$ cat src/rtl/bitwise_pkg.sv
// Shared definitions for the chunk-serial bitwise unit: operation and state
// encodings plus the flag-selection helper used when the last chunk retires.
package bitwise_pkg;

    typedef enum logic [1:0] {
        OP_AND  = 2'b00,
        OP_OR   = 2'b01,
        OP_XOR  = 2'b10,
        OP_NAND = 2'b11
    } op_e;

    typedef enum logic [1:0] {
        IDLE = 2'b00,
        RUN  = 2'b01,
        DONE = 2'b10
    } state_e;

    // Slice counter width: enough to index every chunk, never narrower than 1.
    function automatic int cnt_width(input int chunks);
        return (chunks > 1) ? $clog2(chunks) : 1;
    endfunction

    // Flag output: logical ops report 0 or the captured carry, the upper two
    // ops report the zero / parity status of operand A.
    function automatic logic cout_sel(input logic [1:0] op, input logic cin,
                                      input logic a_zero, input logic a_parity);
        if (op[1]) return op[0] ? a_parity : a_zero;
        else       return op[0] ? cin      : 1'b0;
    endfunction

endpackage

$ cat src/rtl/bitwise_slice.sv
// Combinational per-chunk logic: applies the selected bitwise operation to one
// SLICE-bit chunk and reports whether the A chunk is zero and its parity.
module bitwise_slice
    import bitwise_pkg::*;
#(
    parameter int SLICE = 4
) (
    input  logic [SLICE-1:0] a,
    input  logic [SLICE-1:0] b,
    input  logic [1:0]       op,
    output logic [SLICE-1:0] q,
    output logic             chunk_zero,
    output logic             chunk_parity
);

    // Bitwise operation on the current chunk.
    always_comb begin
        // NOTE: assigning a default before the case keeps every path driven, so no latch is inferred.
        q = '0;
        unique case (op_e'(op))
            OP_AND:  q = a & b;
            OP_OR:   q = a | b;
            OP_XOR:  q = a ^ b;
            OP_NAND: q = ~(a & b);
            default: q = '0;
        endcase
    end

    assign chunk_zero   = (a == '0);
    assign chunk_parity = ^a;

endmodule

$ cat src/rtl/bitwise_serial.sv
// Chunk-serial bitwise unit: captures an operand set in IDLE, processes one
// SLICE-bit chunk per cycle (LSB chunk first) in RUN, and holds the result in
// DONE until the consumer accepts it. Zero and parity of A are accumulated
// chunk by chunk alongside the result.
module bitwise_serial
    import bitwise_pkg::*;
#(
    parameter int WIDTH = 16,
    parameter int SLICE = 4
) (
    input  logic             clk,
    input  logic             rst_n,
    input  logic             in_valid,
    output logic             in_ready,
    input  logic [WIDTH-1:0] a,
    input  logic [WIDTH-1:0] b,
    input  logic [1:0]       op,
    input  logic             cin,
    output logic             out_valid,
    input  logic             out_ready,
    output logic [WIDTH-1:0] q,
    output logic             cout
);

    localparam int CHUNKS = WIDTH / SLICE;
    localparam int CNT_W  = cnt_width(CHUNKS);
    localparam logic [CNT_W-1:0] LAST_CNT = CNT_W'(CHUNKS - 1);

    state_e           state_q, state_d;
    logic [WIDTH-1:0] a_q, a_d;
    logic [WIDTH-1:0] b_q, b_d;
    logic [1:0]       op_q, op_d;
    logic             cin_q, cin_d;
    logic [WIDTH-1:0] q_q, q_d;
    logic             cout_q, cout_d;
    logic [CNT_W-1:0] cnt_q, cnt_d;
    logic             zero_q, zero_d;
    logic             par_q, par_d;

    logic [SLICE-1:0] chunk_q;
    logic             chunk_zero;
    logic             chunk_parity;
    logic [WIDTH-1:0] q_shifted;

    // The lowest chunk of the shifting operand registers is always the one in flight.
    bitwise_slice #(.SLICE(SLICE)) u_slice (
        .a            (a_q[SLICE-1:0]),
        .b            (b_q[SLICE-1:0]),
        .op           (op_q),
        .q            (chunk_q),
        .chunk_zero   (chunk_zero),
        .chunk_parity (chunk_parity)
    );

    // Result assembly: each new chunk enters at the MSB side and older chunks
    // move down, so after the last chunk chunk 0 sits in the LSBs.
    if (CHUNKS == 1) begin : g_single
        assign q_shifted = chunk_q;
    end else begin : g_multi
        assign q_shifted = {chunk_q, q_q[WIDTH-1:SLICE]};
    end

    // Next-state and datapath update for the IDLE/RUN/DONE sequence.
    always_comb begin
        state_d = state_q;
        a_d     = a_q;
        b_d     = b_q;
        op_d    = op_q;
        cin_d   = cin_q;
        q_d     = q_q;
        cout_d  = cout_q;
        cnt_d   = cnt_q;
        zero_d  = zero_q;
        par_d   = par_q;

        unique case (state_q)
            IDLE: begin
                if (in_valid) begin
                    a_d     = a;
                    b_d     = b;
                    op_d    = op;
                    cin_d   = cin;
                    q_d     = '0;
                    cout_d  = 1'b0;
                    cnt_d   = '0;
                    zero_d  = 1'b1;
                    par_d   = 1'b0;
                    state_d = RUN;
                end
            end
            RUN: begin
                a_d    = a_q >> SLICE;
                b_d    = b_q >> SLICE;
                q_d    = q_shifted;
                zero_d = zero_q & chunk_zero;
                par_d  = par_q ^ chunk_parity;
                if (cnt_q == LAST_CNT) begin
                    // Flag is resolved with the last chunk folded in.
                    cout_d  = cout_sel(op_q, cin_q, zero_d, par_d);
                    state_d = DONE;
                end else begin
                    cnt_d = cnt_q + 1'b1;
                end
            end
            DONE: begin
                if (out_ready) state_d = IDLE;
            end
            default: state_d = IDLE;
        endcase
    end

    // State and datapath registers.
    always_ff @(posedge clk or negedge rst_n) begin
        if (!rst_n) begin
            // NOTE: datapath registers are reset too, so an aborted operation never leaves a partial q/cout visible.
            state_q <= IDLE;
            a_q     <= '0;
            b_q     <= '0;
            op_q    <= 2'b00;
            cin_q   <= 1'b0;
            q_q     <= '0;
            cout_q  <= 1'b0;
            cnt_q   <= '0;
            zero_q  <= 1'b1;
            par_q   <= 1'b0;
        end else begin
            // NOTE: non-blocking assignments so every register samples pre-edge values.
            state_q <= state_d;
            a_q     <= a_d;
            b_q     <= b_d;
            op_q    <= op_d;
            cin_q   <= cin_d;
            q_q     <= q_d;
            cout_q  <= cout_d;
            cnt_q   <= cnt_d;
            zero_q  <= zero_d;
            par_q   <= par_d;
        end
    end

    assign in_ready  = (state_q == IDLE);
    assign out_valid = (state_q == DONE);
    assign q         = q_q;
    assign cout      = cout_q;

endmodule

$ cat config.mk
export PLATFORM = sky130hd
export DESIGN_NAME = bitwise_serial
export DESIGN_NICKNAME = d
export VERILOG_FILES = /design/src/rtl/bitwise_pkg.sv /design/src/rtl/bitwise_slice.sv /design/src/rtl/bitwise_serial.sv
export SDC_FILE = /design/constraint.sdc
export NUM_CORES = 1
export LEC_CHECK = 0
export CORE_UTILIZATION = 46
export DETAILED_ROUTE_END_ITERATION = 8
export GPL_TIMING_DRIVEN = 0
export MAX_ROUTING_LAYER = met4
export PLACE_DENSITY = 0.76
export RECOVER_POWER = 25
export SLEW_MARGIN = 0
export SYNTH_ARGS = -nofsm -noshare
export SYNTH_HDL_FRONTEND = slang
export SYNTH_SLANG_ARGS = --single-unit
$ cat constraint.sdc
create_clock -name clk -period 1.6 [get_ports clk]
set_input_delay 0.48 -clock clk [delete_from_list [all_inputs] [get_ports clk]]
set_output_delay 0.48 -clock clk [all_outputs]
set_load 0.01 [all_outputs]
Word level (Yosys, flattened, before mapping)
Cells that the tools add are included.

cells by class
  shifts and indexed selects = 0
  order comparisons = 0
  eq/ne operators = 10
  multiply operators = 0
  $add $sub $neg = 1
  reductions and logical operators = 10
  bitwise operators = 6
  divide/modulo/power cells = 0
  mux-type cells = 23

operator list
  kind                 number
  $pmux 16 s2          3
  $mux 16              3
  $pmux 4 s4           1
  $mux 2               5
  $reduce_and 3->1     3
  $eq 2x2->1 const B   4
  $mux 1               6
  $ne 2x2->1 const B   3
  $pmux 1 s2           3
  $pmux 2 s3           1
  $and 4x4->4          1
  $eq 2x1->1 const B   2
  $logic_not 2->1      2
  $logic_not 4->1      1
  $not 4->4            1
  $or 4x4->4           1
  $pmux 2 s2           1
  $reduce_and 2->1     2
  $reduce_xor 4->1     1
  $xor 4x4->4          1
  $add 2x1->2 const B  1
  $ne 2x1->1 const B   1
  $reduce_bool 2->1    1
  $and 1x1->1          1
  $xor 1x1->1          1

storage, ports and cells
  bits in registers = 58
  bits of input ports = 39
  word-level logic and storage cells = 60
  bits in read-only memories = 0
  output and inout port bits = 19
  bits in writable memories = 0
  bits in latches = 0
  memories = 0

Longest topological paths before layout
  depth in word-level cells = 6
  gate-level depth with buffers = 7
  mapped depth without buffers = 6

Hierarchy
A second synthesis with hierarchy kept.

second synthesis, totals
  cell total of the unflattened synthesis = 322
  area, all modules = 3044.2 µm²

modules (own cells, without submodules)
  module          cells each  times used  area each (µm²)
  bitwise_serial  288         1           2718.9
  bitwise_slice   34          1           325.3

Worst setup path after synthesis
Ideal clock, no wire load.

  path kind = register to register
  from = reg a_q[0]
  to = reg cout_q, in the netlist cout
  arrival = 1.421 ns
  setup time = 0.076 ns
  cell stages (with the launch flop) = 7
  clock period less this slack = 1.497 ns
  path buffers = 0
  slack = 0.103 ns
  cell sequence = dfrtp_1 inv_1 ha_1 xor2_1 xnor2_1 a311o_1 o21ai_1

between the ends
  cells in the longest elaborated chain, start to end = 6

RTL lines
  item                                                        RTL line                                    RTL
  start, declared                                             bitwise_serial.sv:30                        logic [WIDTH-1:0] a_q, a_d;
  start signal, assigned                                      bitwise_serial.sv:117                       a_q <= '0;
  start signal, assigned                                      bitwise_serial.sv:129                       a_q <= a_d;
  $logic_not 4->1 / $reduce_xor 4->1 (equally long branches)  bitwise_slice.sv:29, bitwise_slice.sv:30
  $and 1x1->1 / $xor 1x1->1 (equally long branches)           bitwise_serial.sv:95, bitwise_serial.sv:96
  $mux 1 (*) (2 in a row)                                     bitwise_pkg.sv:27                           if (op[1]) return op[0] ? a_parity : a_zero;
  $mux 1 (*)                                                  bitwise_serial.sv:97                        if (cnt_q == LAST_CNT) begin
  $pmux 1 s2 (*)                                              bitwise_serial.sv:76                        unique case (state_q)
  end signal, assigned                                        bitwise_serial.sv:134                       cout_q <= cout_d;
  end, declared                                               bitwise_serial.sv:35                        logic cout_q, cout_d;

Mark *: on every way between the ends. The rest lies on a longest branch, timed or not. The select of a mux whose other input is x is not followed.
A chain may end at the register's enable or synchronous reset.

Worst setup path after layout
  from = reg a_q[1]
  to = reg cout_q, in the netlist cout

The elaborated chain is that of the path after synthesis.

==> metrics.md <==
| Metric | Value |
|---|---|
| Status | `finished clean` |
| Area growth, synth to finish | `34.8%` |
| Max Freq | `0.632 GHz` |
| CTS tree | `built` |
| CP startpoint | `a_q[1]` |
| GR Overflow Total | `0` |
| Post-synthesis register bit count | `58` |
| NetSw | `3060 uW` |
| Internal | `4790 uW` |
| Diode count | `0` |
| Total core area | `0.00561 mm2` |
| Vias in the first global route | `2218` |
| Initial antenna violation count | `0` |
| Vias | `2413` |
| Syn Nets | `359` |
| Sequential power share | `33.9%` |
| Final period util | `98.9%` |
| DRC viols | `0` |
| I/O pin count | `58` |
| Endpoints failing setup | `0` |
| Fill cells | `510` |
| Hold Path Class | `in2async` |
| Via-to-Cell Ratio | `5.25` |
| Max cap viols | `0` |
| CP max-delay cell | `dfrtp_1` |
| First-pass detailed-route iteration total | `4` |
| Mean Syn Cell Area | `8.85 um2` |
| Site Rows | `27` |
| RSZ-0062 raised after global routing | `true` |
| Part of the total power dissipated in the clock network | `20.2%` |
| Initial Util | `48.8%` |
| H-tree Lvls | `3` |
| Kind of end point of the critical path | `register` |
| TritonCTS Buffers | `9` |
| Clk Latency, worst-skew pair | `340 ps` |
| Critical Path Fanout Max | `2` |
| Largest stage delay on the critical path | `410 ps` |
| GRT Util Overall | `22.8%` |
| Clk buf depth | `2` |
| R2R setup slack | `20 ps` |
| Measured slew at the worst slew-check pin | `1050 ps` |
| Post-synthesis sequential area ratio | `53.1%` |
| 1st-iter DRT viols | `133` |
| Crit path required time | `1870 ps` |
| Nets | `433` |
| Post-Route WL | `6.27 mm` |
| WS Path Type | `reg2reg` |
| Die area | `0.00626 mm2` |
| Final Hold Fails | `0` |
| Crit path DAT | `1850 ps` |
| Reg2reg end | `cout` |
| Layout Skew | `5.83 ps` |
| Period minus WS final | `1580 ps` |
| Distinct cell type count after synthesis | `29` |
| Layout Cells excl Fill | `460` |
| Cts hold-fix bufs | `0` |
| Combinational Power Share | `45.9%` |
| CP cell instances | `inv_2, ha_4, xor2_2, xnor2_1, a311o_1, o21ai_1` |
| Switching part of the total power | `38.9%` |
| Global-route wire length before repair | `10.4 mm` |
| Die Span X | `79.1 um` |
| Detailed placement HPWL | `4.43 mm` |
| DIE HEIGHT | `79.1 um` |
| Critical Path Start Type | `register` |
| Synthesized instance count | `309` |
| Mapped cell area | `0.00274 mm2` |
| Port buffer count | `57` |
| Worst relative slew slack | `29.8%` |
| Power Total | `7850 uW` |
| Clock root cell | `clkbuf_8` |
| R2R Path Start | `a_q[1]` |
| P_leak | `0.00180 uW` |
| Pins Over Slew Limit | `0` |
| Largest net degree at the start of global routing | `42` |
| Max VDD drop | `876 uV` |
| Placed insts | `439` |
| PD cells | `2130 mW/mm2` |
| Gpl congestion | `0.822` |
| CTS sink cnt | `58` |
| CTS clk-pin slew, worst paths | `60 ps` |
| Hold_ws | `307 ps` |
| Layout cells sized above 1 | `12.4%` |
| R2R cell count | `6` |
| YS warnings | `0` |
| Post-DRT Antenna Nets | `0` |
| Drt wl/cell | `13.6 um` |
[metrics by stage]
stage	setup slack [ps]	setup TNS [ps]	area [um2]	utilization [%]
after floorplan	103	0	2740	-
after global placement	-1730	-108020	3400	60.6
after detailed placement	-316	-9690	3410	60.8
after CTS	6.60	0	3650	65.0
after global routing	-72.6	-72.6	3690	65.7
final	18.3	0	3690	65.7
[what timing repair did]
action                     4_1_cts  5_1_grt
resized for setup               29       11
pin swaps                        1        0
cloned                           0        0
setup buffers                    4        1
setup endpoints to repair       20       35
[placed cells by master, fill, tap and decap left out, types with 2 or more instances in the layout]
cell	count
a22o_1	5
a221o_1	3
clkbuf_1	5
dlygate4sd2_1	17
inv_1	9
clkbuf_4	2
clkbuf_8	9
nor2_1	29
buf_2	9
clkdlybuf4s50_1	37
buf_4	9
o21ai_0	16
bufinv_16	3
ha_1	10
clkbuf_2	2
dfrtp_1	57
nand2_1	97
nand3_1	11
nor2b_1	5
inv_2	2
a31oi_1	24
clkinv_2	3
a21oi_1	5
[kinds of logic (layout without fill, tap and decap cells)]
family	Yosys count	in the layout	share of synthesized area, %
AND/OR/NAND/NOR	147	147	21.4
AO/OA/AOI/OAI	59	59	13.8
flip-flops	58	58	53.1
buffers and inverters	30	109	5.26
adder cells (fa/ha/maj)	11	11	5.03
XOR/XNOR	2	2	0.641
multiplexers	2	2	0.778
[how the worst max path moves through the flow]
stage,to,slack (ps),cells after the start
global route,cout,-70,6
CTS,cout,7,6
floorplan,cout,100,6
detailed placement,a_q[12],-320,5
global placement,b_q[12],-1730,1
finish,cout,20,6
[critical path: cells and delay by family, from the launching register on]
family | cells | cell delay [ps]
DFF | 1 | 410
buffers and inverters | 1 | 110
adders and majority gates | 1 | 210
AOI/OAI and AO/OA | 2 | 470
xor gates and xnor gates | 2 | 320
[power groups by stage]
| stage | combinational (uW) | clock [uW] | sequential, uW |
|---|---|---|---|
| 5_1_grt | 4070 | 1700 | 2740 |
| 2_1_floorplan | 2310 | 0 | 2650 |
| 3_5_place_dp | 3500 | 0 | 2690 |
| 4_1_cts | 3490 | 1610 | 2650 |
| 3_3_place_gp | 3390 | 0 | 2660 |
| 6_report | 3600 | 1590 | 2660 |
[layer usage]
metal	global-route usage (%)	vias up	share of wire, %
met3	4.25	20	5.1
met4	12.2	0	3.4
met2	35.3	82	47
met5	-	-	0
met1	28.4	1134	45
li1	-	1177	-
[flip-flops by register name, indices dropped and copies added (netlist names)]
| name | flops |
|---|---|
| a_q | 16 |
| b_q | 16 |
| q | 16 |
| cnt_q | 2 |
| op_q | 2 |
| state_q | 2 |
| cin_q | 1 |
| cout | 1 |
| par_q | 1 |
| zero_q | 1 |
[area by class of cell]
class	instances	area [um2]	area share, %
Timing Repair Buffer	63	591	16.0
Inverter	11	41.3	1.12
Clock buffer	10	128	3.46
Multi-Input combinational cell	221	1170	31.6
Clock inverter	6	105	2.85
Tap cell	72	90.1	2.44
Buffer	19	113	3.05
Sequential cell	58	1450	39.4
[synth_stat cells]
master	instances	area, um2
a21o_1	1	7.51
a221oi_1	1	8.76
nand2b_1	1	6.26
mux2_2	1	11.3
a221o_1	3	30.0
buf_2	10	50.1
a211o_1	1	8.76
dfrtp_1	57	1430
dfstp_2	1	26.3
xor2_1	1	8.76
nand3_1	11	55.1
o21ai_1	1	5.00
a21oi_1	5	25.0
xnor2_1	1	8.76
inv_1	11	41.3
mux2i_1	1	10.0
o21ai_0	16	80.1
a311o_1	1	10.0
buf_4	3	22.5
ha_1	11	138
a22o_1	5	43.8
nand2_1	98	368
nor2_1	30	113
and2_1	1	6.26
nor2b_1	6	37.5
buf_6	1	11.3
o21bai_1	1	7.51
clkbuf_1	5	18.8
a31oi_1	24	150
Note: power is estimated with default switching activity, not from simulation.
